$ cat config.mk
export PLATFORM = sky130hd
export DESIGN_NAME = gt_tx_framer
export DESIGN_NICKNAME = d
export VERILOG_FILES = /design/src/rtl/gt_tx_framer.sv
export SDC_FILE = /design/constraint.sdc
export NUM_CORES = 1
export LEC_CHECK = 0
export ABC_CLOCK_PERIOD_IN_PS = 9200
export BUFFER_PORTS_ARGS = -buffer_cell sky130_fd_sc_hd__buf_4
export CAP_MARGIN = 20
export CORE_UTILIZATION = 32
export CTS_BUF_LIST = sky130_fd_sc_hd__clkbuf_8
export CTS_CLUSTER_SIZE = 10
export DETAILED_ROUTE_END_ITERATION = 7
export PLACE_DENSITY = 0.62
export SLEW_MARGIN = 10
export SYNTH_ARGS = -nofsm -noshare
export SYNTH_HDL_FRONTEND = slang
export SYNTH_SLANG_ARGS = --single-unit
$ cat constraint.sdc
create_clock -name gt_clk -period 9.2 [get_ports gt_clk]
set_clock_uncertainty 0.05 [all_clocks]
set_input_delay 1.84 -clock gt_clk [delete_from_list [all_inputs] [get_ports gt_clk]]
set_output_delay 1.84 -clock gt_clk [all_outputs]
set_load 0.05 [all_outputs]
$ cat src/rtl/gt_tx_framer.sv
// rtl/gt_tx_framer.sv - GT TX framer: header, payload, checksum tail and K28.5 idle fill
// Output word and K flags are registered; the frame FSM selects their next value.
module gt_tx_framer #(
  parameter int         FRAME_LEN = 16,
  parameter logic [7:0] IDLE_CHAR = 8'hBC
) (
  input  logic         gt_clk,
  input  logic         gt_rst,
  input  logic         enable,
  input  logic [191:0] s_data,
  input  logic         s_valid,
  output logic         s_ready,
  output logic [191:0] tx_data,
  output logic [23:0]  tx_charisk,
  output logic [15:0]  frame_cnt,
  output logic         busy
);

  localparam logic [1:0] S_IDLE = 2'd0;
  localparam logic [1:0] S_HEAD = 2'd1;
  localparam logic [1:0] S_PAY  = 2'd2;
  localparam logic [1:0] S_TAIL = 2'd3;

  localparam logic [7:0]   LAST_IDX  = 8'(FRAME_LEN - 1);
  localparam logic [191:0] IDLE_WORD = {24{IDLE_CHAR}};

  logic [1:0]   state_q, state_d;
  logic [191:0] tx_data_q, tx_data_d;
  logic [23:0]  tx_charisk_q, tx_charisk_d;
  logic [15:0]  frame_cnt_q, frame_cnt_d;
  logic [31:0]  chk_q, chk_d;
  logic [7:0]   wcnt_q, wcnt_d;
  logic [31:0]  lane_x;

  always_comb begin
    lane_x = '0;
    for (int k = 0; k < 6; k++) begin
      lane_x = lane_x ^ s_data[32*k +: 32];
    end
  end

  always_comb begin
    state_d      = state_q;
    frame_cnt_d  = frame_cnt_q;
    chk_d        = chk_q;
    wcnt_d       = wcnt_q;
    tx_data_d    = IDLE_WORD;
    tx_charisk_d = 24'hFFFFFF;
    case (state_q)
      S_IDLE: begin
        if (enable && s_valid) begin
          state_d = S_HEAD;
        end
      end
      S_HEAD: begin
        state_d      = S_PAY;
        chk_d        = '0;
        wcnt_d       = '0;
        tx_data_d    = {160'h0, LAST_IDX, frame_cnt_q, 8'hFB};
        tx_charisk_d = 24'h000001;
      end
      S_PAY: begin
        // Without s_valid the idle word is sent as fill and the frame state holds.
        if (s_valid) begin
          tx_data_d    = s_data;
          tx_charisk_d = 24'h000000;
          chk_d        = chk_q ^ lane_x;
          wcnt_d       = wcnt_q + 8'd1;
          if (wcnt_q == LAST_IDX) begin
            state_d = S_TAIL;
          end
        end
      end
      S_TAIL: begin
        state_d      = S_IDLE;
        frame_cnt_d  = frame_cnt_q + 16'd1;
        tx_data_d    = {152'h0, 8'hFD, chk_q};
        tx_charisk_d = 24'h000010;
      end
      default: begin
        state_d = S_IDLE;
      end
    endcase
  end

  always_ff @(posedge gt_clk or posedge gt_rst) begin
    if (gt_rst) begin
      state_q      <= S_IDLE;
      tx_data_q    <= IDLE_WORD;
      tx_charisk_q <= 24'hFFFFFF;
      frame_cnt_q  <= '0;
      chk_q        <= '0;
      wcnt_q       <= '0;
    end else begin
      state_q      <= state_d;
      tx_data_q    <= tx_data_d;
      tx_charisk_q <= tx_charisk_d;
      frame_cnt_q  <= frame_cnt_d;
      chk_q        <= chk_d;
      wcnt_q       <= wcnt_d;
    end
  end

  assign s_ready    = (state_q == S_PAY);
  assign busy       = (state_q != S_IDLE);
  assign tx_data    = tx_data_q;
  assign tx_charisk = tx_charisk_q;
  assign frame_cnt  = frame_cnt_q;

endmodule

# == After elaboration in Yosys (flattened, before gate mapping) ==
# Index checks and enable logic that the tools add are counted.
# totals
elab_cells,39
reg_bits,274
out_inout_bits,234
in_bits,196
# op_classes
addsub,2
eq_ne,7
reduce_logical,6
mux,12
bitwise_logic,6
# ops
operator,count
case mux 192 bit (3 select lines),1
two-way mux 192 bit,1
bitwise XOR 32 bit,6
case mux 24 bit (3 select lines),1
case mux 32 bit (2 select lines),1
two-way mux 32 bit,1
two-way mux 24 bit,1
adder 16 x 1 -> 16 bit (second input constant),1
case mux 8 bit (2 select lines),1
adder 8 x 1 -> 8 bit (second input constant),1
== test 8 x 4 -> 1 bit (second input constant),1
two-way mux 8 bit,1
case mux 2 bit (4 select lines),1
two-way mux 2 bit,3
== test 2 bit (second input constant),2
inequality test 2 bit (second input constant),2
nonzero test 2 bit,2
AND reduction 3 bit,1
== test 2 x 1 -> 1 bit (second input constant),1
zero test 2 bit,1
inequality test 2 x 1 -> 1 bit (second input constant),1
AND reduction 2 bit,1
logical AND 1 bit,1

# == Logic depth before layout (Yosys ltp) ==
# Gate-level depths: netlist (run 1).
# logic_depth
word_depth,8
mapped_depth,9
mapped_depth_nobuf,6

# == Least setup slack after synthesis (run 1) ==
# No wires, ideal clock.
# synth_path
path_type,reg-to-output
start,register state_q[1]
end,output port busy
t_arrival_ns,1.728
t_required_ns,7.310
stages_incl_launch_ff,6
setup_slack_ns,5.582
n_path_buf,2
cell_sequence,dfrtp_1 -> clkbuf_1 -> inv_1 -> ha_1 -> inv_1 -> clkbuf_1
# synth_via
elab_chain_len,1
# synth_lines
item,line_no,text
start: declaration,27,"logic [1:0] state_q, state_d;"
start signal: assignment,95,state_q <= state_d;
nonzero test 2 bit,105,assign busy = (state_q != S_IDLE);
end: declaration,16,output logic busy
# No other way between the ends.

# == Final worst setup path (run 1) ==
# Same ends and word-level chain as after synthesis.

==> reports/summary.md, run 1 <==
In this run the cell area measured after placement is 0.0147 sq mm. The largest net degree at the start of global routing came out at 132. The tools report the startpoint of the worst hold path as chk_q[17]$_DFFE_PP0P_. Counting every instance in the synthesized netlist gives 986.

Buffer cell driving the clock tree root: sky130_fd_sc_hd__clkbuf_8. The total global routing overflow is 0, and the cell depth of the worst flop-to-flop path is 5. The worst register-to-register path begins at state_q[1]$_DFFE_PP0P_. The signed area change from the synthesized netlist to the final layout is 39.1%.

The final critical-path required period was 4.31 ns; the mean area per synthesized cell was 11.4 sq um. The final count of hold timing violations was 0. The cell count of the worst hold path is 1. For the area taken by multi-input logic gates, the log shows 0.00435 sq mm.

For this design, the CTS-stage hold fixing added 0 buffers. The number of antenna violations at the first check in global routing is 2, and the final routed DRC violation total is 0. Global routing used 19.5% of the available tracks across all layers. The number of max-slew violations in the final report came out at 0. TritonCTS built the clock tree. Derived from the worst setup path, the maximum achievable clock frequency is 232 MHz. The number of gates resized after CTS was 0. The worst pin sits at a relative slew slack of 28.9%.

Setup violations remaining at the end of the flow were counted as 0. The detailed-route vias per instance was 4.57. The logs give 0.0345 sq mm for the placeable core region and 0.837 for the placer's final routability congestion estimate. Along the worst path, the maximum fanout reaches 14. From left edge to right edge, the die measures 189 microns. Cell with the most instances on the worst path: sky130_fd_sc_hd__inv_1.

The final critical path takes up 46.9% of the cycle. The largest vdd supply drop came out at 0.000249 V. Walking the worst path, the cells encountered are inv_1 > ha_1 > inv_1 > buf_4. Summing all non-filler instances in the final layout gives an area of 0.0156 sq mm. For the worst setup path, the data required time is 7.31 ns.

The number of synthesized register bits works out to 253. The logic depth of the worst setup path including buffers was 4; the total number of vias was 8,594. The total negative slack for setup checks came out at 0 ns. The combined buffer and inverter count along the critical path is 3. The tools report the share of synthesized area occupied by flip-flops and latches as 57.8%. The synthesized netlist contains 41 unique library cells. Number of global-route vias before repair: 8,836. The longest clock path from root to sink contains 3 buffers.

The run gives 0 as the reported max-cap violation count. For this design the ratio of total power to cell area is 408 mW/mm^2. In the final layout, flip-flops and latches occupy 0.00648 sq mm. Cells with a size suffix above 1 make up 44.6% of the layout. The worst register-to-register path has a setup slack of 5.68 ns.

Delay contributed by the slowest stage of the critical path: 0.68 ns. Kind of launch point of the worst setup path: a flip-flop. Among cell families on the critical path, the largest total delay comes from adder cells.

For this configuration, the core starts out at a cell density of 32.5%. For the standby leakage power, the log shows 8.09 nW. The die covers 0.0358 sq mm.

Buffer count from post-CTS setup fixing: 0. The placement row count was 68; the clock transition at the registers of the reported paths was 0.07 ns. Reg-to-reg critical path endpoint: chk_q[20]$_DFFE_PP0P_. The number of nets in the synthesized netlist is 1,188, and the total wirelength of the detailed-routed design is 35.7 mm. The post-detailed-route wirelength per cell was 19.0 microns. The arrival time of the worst setup path was 2.42 ns. The detailed-routing iteration count for the pre-antenna-repair pass came out at 4. The number of warning messages in the yosys log is 0. CTS saw 253 sinks. The synthesized cell area came out at 0.0112 sq mm. The number of inserted filler cells in the final layout came out at 3,269. The flow ran to the end, and the final reports show no timing, DRC or antenna violations. For this design, the slowest cell found on the critical path is sky130_fd_sc_hd__ha_1. Once placement completed, the tool counted placed cells totaling 1,799. STA classifies the critical path endpoint as a primary output. In this run the worst hold path is classified as reg2reg. Clock tree synthesis inserted a total of 45 buffers. The number of DRC violations after detailed-routing iteration 0 is 422. Setup repair after global routing left no endpoint under its margin.

For this design the top-level I/O count stands at 430. After legalization and detailed placement, the total HPWL measured 25.3 mm. The first-pass GRT wire length came out at 52.9 mm. Buffers placed on the I/O ports in this run total 429. The worst hold margin is 0.424 ns, and the overall die height is 189 microns. The number of nets still failing antenna checks after routing was 0; the source-to-sink clock delay at the later pin of the worst-skew pair was 0.56 ns. The final layout contains 1,594 nets. The slew at the pin closest to its max-slew limit was 1.07 ns. For hold timing, the worst endpoint is chk_q[17]$_DFFE_PP0P_. The count of cells in the finished layout, fillers not included, comes to 1,881.

The clock tree synthesis step divided the H-tree into 2 levels. The type of the setup path with the least slack is reg2out.
==> per-stage QoR <==
stage                     power [mW]  utilization (%)  worst slack, ns
final                           6.37             45.2             4.89
after global routing            6.71             45.2             4.72
after CTS                       6.44             45.1             4.83
after detailed placement        5.39             42.6             5.21
after global placement          5.35             42.6             5.29
after floorplan                 4.39                -            0.557
==> worst max-delay path by stage <==
stage                                        end  slack, ns                    from
final                                       busy       4.89  state_q[1]$_DFFE_PP0P_
after global routing                        busy       4.72  state_q[1]$_DFFE_PP0P_
after CTS                                   busy       4.83  state_q[1]$_DFFE_PP0P_
after detailed placement  tx_data[167]$_DFF_PP1_       5.21                 s_valid
after global placement     tx_data[47]$_DFF_PP1_       5.29                 s_valid
after floorplan             chk_q[0]$_DFFE_PP0P_       0.56                  gt_rst
==> per-layer routing <==
layer / vias up / GRT usage [%] / wire length (microns)
met5: - / 0 / 17
li1: 4012 / - / -
met2: 294 / 33.9 / 18100
met3: 52 / 4.62 / 2280
met1: 4234 / 24.1 / 14500
met4: 2 / 5.68 / 761
==> cell families after synthesis <==
group                    count (synthesis)  synth area share (%)
AND/OR/NAND/NOR                        402                  15.3
flip-flops                             253                  57.8
XOR/XNOR                               145                  15.2
buffers and inverters                   85                  3.75
AO/OA/AOI/OAI                           57                  3.78
multiplexers                            38                  3.46
adder cells (fa/ha/maj)                  6                 0.669
==> power breakdown <==
part | internal, mW | total, mW | switching [mW]
clock | 0.553 | 1.02 | 0.471
sequential | 1.75 | 1.97 | 0.216
combinational | 0.969 | 3.38 | 2.41
==> cell type report <==
type / instances / share of cell area, %
clock inverter: 23 / 0.601
inverter: 9 / 0.265
multi-input combinational: 648 / 27.9
sequential: 253 / 41.5
tap: 455 / 3.65
clock buffer: 57 / 5.03
antenna: 1 / 0.0160
timing repair buffer: 435 / 21.0
==> cell usage after synthesis (all sizes together) <==
cell type / number / area [sq um]
a21o: 1 / 7.51
a21oi: 5 / 28.8
a221o: 4 / 40.0
a222oi: 10 / 100
a22o: 2 / 17.5
a22oi: 12 / 90.1
a31oi: 5 / 31.3
and2: 1 / 6.26
and3: 61 / 383
buf: 46 / 274
clkbuf: 30 / 113
dfrtp: 130 / 3250
dfstp: 123 / 3230
ha: 6 / 75.1
inv: 9 / 33.8
mux2: 3 / 37.5
mux2i: 35 / 350
nand2: 304 / 1140
nand2b: 2 / 12.5
nand3: 8 / 45.0
nand4: 4 / 25.0
nor2: 15 / 56.3
nor3: 1 / 5.00
nor3b: 1 / 7.51
nor4: 1 / 6.26
o211ai: 1 / 7.51
o21ai: 15 / 78.8
o221ai: 1 / 15.0
o31ai: 1 / 7.51
or2: 2 / 12.5
or4: 2 / 22.5
xnor2: 107 / 937
xnor3: 32 / 721
xor2: 6 / 52.6
==> registers in the layout, indices dropped and copies added, names as in the netlist <==
name,cells
tx_charisk,3
state_q,2
wcnt_q,8
chk_q,32
frame_cnt,16
tx_data,192
==> cells in the final DEF, fill, tap and decap left out, types with 2 or more instances in the layout <==
cell type / synthesis / layout
sky130_fd_sc_hd__or4_4: 2 / 2
sky130_fd_sc_hd__a22oi_1: 12 / 12
sky130_fd_sc_hd__a221o_1: 4 / 4
sky130_fd_sc_hd__xnor3_1: 32 / 32
sky130_fd_sc_hd__o21ai_0: 14 / 14
sky130_fd_sc_hd__ha_1: 6 / 4
sky130_fd_sc_hd__a31oi_1: 5 / 5
sky130_fd_sc_hd__clkinv_2: 0 / 3
sky130_fd_sc_hd__mux2_2: 2 / 2
sky130_fd_sc_hd__nand2_1: 304 / 304
sky130_fd_sc_hd__a22o_1: 2 / 2
sky130_fd_sc_hd__a21oi_1: 4 / 4
sky130_fd_sc_hd__nor2_1: 15 / 15
sky130_fd_sc_hd__nand3_1: 7 / 7
sky130_fd_sc_hd__dfstp_2: 123 / 123
sky130_fd_sc_hd__dfrtp_1: 130 / 130
sky130_fd_sc_hd__nand4_1: 4 / 4
sky130_fd_sc_hd__mux2i_1: 35 / 35
sky130_fd_sc_hd__buf_4: 21 / 433
sky130_fd_sc_hd__clkbuf_8: 0 / 57
sky130_fd_sc_hd__inv_1: 9 / 27
sky130_fd_sc_hd__and3_1: 60 / 60
sky130_fd_sc_hd__a222oi_1: 10 / 10
sky130_fd_sc_hd__or2_2: 2 / 2
sky130_fd_sc_hd__xor2_1: 6 / 6
sky130_fd_sc_hd__xnor2_1: 107 / 107
(Power assumes the default switching activity.)
==> inputs of run 2 (changes only) <==
--- a/config.mk
+++ b/config.mk
@@ -5,14 +5,14 @@
 export SDC_FILE = /design/constraint.sdc
 export NUM_CORES = 1
 export LEC_CHECK = 0
-export ABC_CLOCK_PERIOD_IN_PS = 9200
+export ABC_CLOCK_PERIOD_IN_PS = 3900
 export BUFFER_PORTS_ARGS = -buffer_cell sky130_fd_sc_hd__buf_4
 export CAP_MARGIN = 20
 export CORE_UTILIZATION = 32
 export CTS_BUF_LIST = sky130_fd_sc_hd__clkbuf_8
 export CTS_CLUSTER_SIZE = 10
 export DETAILED_ROUTE_END_ITERATION = 7
-export PLACE_DENSITY = 0.62
+export PLACE_DENSITY = 0.64
 export SLEW_MARGIN = 10
 export SYNTH_ARGS = -nofsm -noshare
 export SYNTH_HDL_FRONTEND = slang
==> constraint.sdc (replaced) <==
create_clock -name gt_clk -period 3.9 [get_ports gt_clk]
set_clock_uncertainty 0.05 [all_clocks]
set_input_delay 0.78 -clock gt_clk [delete_from_list [all_inputs] [get_ports gt_clk]]
set_output_delay 0.78 -clock gt_clk [all_outputs]
set_load 0.05 [all_outputs]
==> run 2 against run 1 <==
Against the previous run: combinational power is 130% higher; core utilization rose by 0.22 points; die area did not move; critical path type unchanged; critical endpoint unchanged.
==> reports/summary.md, run 2 (synthesized netlist as in run 1, its figures left out) <==
In the routed layout, each cell is associated on average with a via count of 4.60. Post-cts resize count: 0. The tools report the total number of vias as 8,702. For this run, design rule violations remaining after detail routing come to 0. Before CTS, the worst setup slack after placement is 1.02 ns. In this run the standard cell core region covers 0.0345 sq mm.

The element type at the critical path end was a primary output. Achievable frequency: 317 MHz. Of the cells placed in the final design, the portion with a size suffix greater than 1 is 44.9%. The number of global-route vias before repair is 8,825, and the overall die height is 189 microns.

For the worst-skew pair, the clock arrives at the later sink with an insertion delay of 0.58 ns. The logs give 0 for the number of max-slew violations in the final report and 0 for the total global routing overflow. Highest fanout seen on the critical path: 14. The library cells used most frequently in the layout, excluding fill and tap cells, are sky130_fd_sc_hd__buf_4 (439), sky130_fd_sc_hd__nand2_1 (304), sky130_fd_sc_hd__dfrtp_1 (130). Post-detailed-route wirelength per cell: 18.9 microns. The first-pass GRT wire length is 53.0 mm.

The finished layout holds 1,891 standard cells, fillers aside. The total track usage was 19.7%; the slew at the pin closest to its max-slew limit was 1.04 ns. The post-route fraction of the period consumed by the critical path is 80.9%.

The TritonCTS sink count was 253; the part of the power in registers was 30.9%. The required arrival time at the worst endpoint was 3.07 ns. For this run, the detailed router's first-pass iteration total came to 6.

Reg-to-reg critical path endpoint: tx_data[85]$_DFF_PP1_. Total wirelength of the detailed-routed design: 35.8 mm. The net count of the finished layout is 1,602. The number of I/O port buffers came out at 429. The final critical-path required period came out at 3.16 ns. In this run the power density over the cells is 957 mW/mm^2.

The logs give 52.9% for the combinational share of power and 0.361 ns for the worst hold margin. TritonCTS built the clock tree. The worst setup path endpoint is busy.

Setup slack closes at 0.744 ns. In this run, the number of DRC markers left after iteration 0 of detailed routing was 423. In this run the critical register-to-register path is launched from state_q[1]$_DFFE_PP0P_. The final count of hold timing violations is 0, and the number of nets still failing antenna checks after routing is 0. For this design the total switching power over the nets is 7.29 mW. The most critical setup path has its startpoint at state_q[1]$_DFFE_PP0P_. The power consumption was 15.0 mW; the switching power as a share of total power was 48.6%. The number of inserted filler cells in the final layout is 3,268, and the cell depth of the worst flop-to-flop path is 6.

Setup repair after global routing left no endpoint under its margin. The tool flagged a number of max-cap violations equal to 0. The worst-case IR drop observed on VDD is 0.000609 V. The clock transition at the registers of the reported paths was 0.07 ns; the area of the die was 0.0358 sq mm.

Die extent in x: 189 microns. The final core utilization is 45.4%. The tools report the number of placed instances, taps included as 1,807. The type of the setup path with the least slack is reg2out.

Counting the buffers created by CTS gives 46. Portion of total power attributed to the clock network: 16.2%. The effective utilization at floorplan is 32.5%. The number of hold buffers added after CTS was 0.

The logs give 68 for the placement row count and 4 for the number of antenna violations at the first check in global routing. The kind of launch point of the worst setup path is a flip-flop. In this run the worst hold path is classified as in2async. The cell sitting at the root of the clock tree is a sky130_fd_sc_hd__clkbuf_8.

The number of top-level pins was 430; the internal power component was 7.72 mW. The area growth from synthesis to layout is 39.7%. Data arrives at the worst endpoint at 2.33 ns. The clock passes through at most 3 buffers. The flow ran to the end, and the final reports show no timing, DRC or antenna violations.

The total half-perimeter wirelength after legalization and detailed placement came out at 25.9 mm. The worst pin sits at a relative slew slack of 31.0%. At the end of routability-driven placement, the weighted congestion stood at 0.819. The count of H-tree levels built during CTS came out at 2.

Leaving out fill and tap cells, the most frequent cell in the layout is sky130_fd_sc_hd__buf_4. The buffer count from post-CTS setup fixing was 0. Number of setup violations in the final report: 0. The worst-case register-to-register setup slack was 0.99 ns; the largest net degree at the start of global routing was 99. The number of flip-flops under the largest register name was 192. The run gives 8.13 nW as the standby leakage power.
run 2: changes by cell type in the layout (fill, tap and decap cells not counted), sizes merged:
| cell | change |
|---|---|
| buf | +7 |
| clkinvlp | +1 |
| diode | +2 |
run 2: through the flow:
stage	area, sq um	TNS [ns]
global route	15700	0
floorplan	11200	-20.70
finish	15700	0
CTS	15700	0
global placement	14800	0
detailed placement	14800	0
run 2: worst min path at each step:
stage                                         to  depth (start not counted)
after floorplan            chk_q[23]$_DFFE_PP0P_                          1
after global placement     chk_q[13]$_DFFE_PP0P_                          1
after detailed placement   chk_q[21]$_DFFE_PP0P_                          1
after CTS                 tx_data[103]$_DFF_PP1_                          3
after global routing       tx_data[77]$_DFF_PP1_                          3
final                     tx_data[120]$_DFF_PP0_                          2
run 2: area by class of cell:
type | count | area, sq um | share of cell area (%)
clock buffer | 57 | 785 | 5.00
tap | 455 | 569 | 3.63
inverter | 9 | 37.5 | 0.239
antenna | 3 | 7.51 | 0.0479
timing repair buffer | 442 | 3360 | 21.4
clock inverter | 24 | 97.6 | 0.622
sequential | 253 | 6480 | 41.3
multi-input combinational | 648 | 4350 | 27.7
run 2: layer usage:
metal | global-route usage, % | part of all wire [%] | vias up
met3 | 4.75 | 6.5 | 55
li1 | - | - | 4030
met4 | 6.08 | 2.2 | 2
met1 | 24.2 | 41 | 4319
met5 | 0 | 0.036 | -
met2 | 33.9 | 51 | 296
run 2: worst max-delay path: stages (launching register included):
cell and delay [ns]:
sky130_fd_sc_hd__dfrtp_1 0.54, sky130_fd_sc_hd__inv_1 0.23, sky130_fd_sc_hd__ha_1 0.59, sky130_fd_sc_hd__inv_1 0.15
sky130_fd_sc_hd__buf_4 0.23
run 2: power by group through the flow:
stage | clock network, mW | logic [mW] | registers, mW
CTS | 2.50 | 8.00 | 4.65
finish | 2.43 | 7.94 | 4.64
global placement | 0 | 7.92 | 4.67
global route | 2.63 | 8.40 | 4.75
floorplan | 0 | 2.68 | 7.68
detailed placement | 0 | 8.00 | 4.68
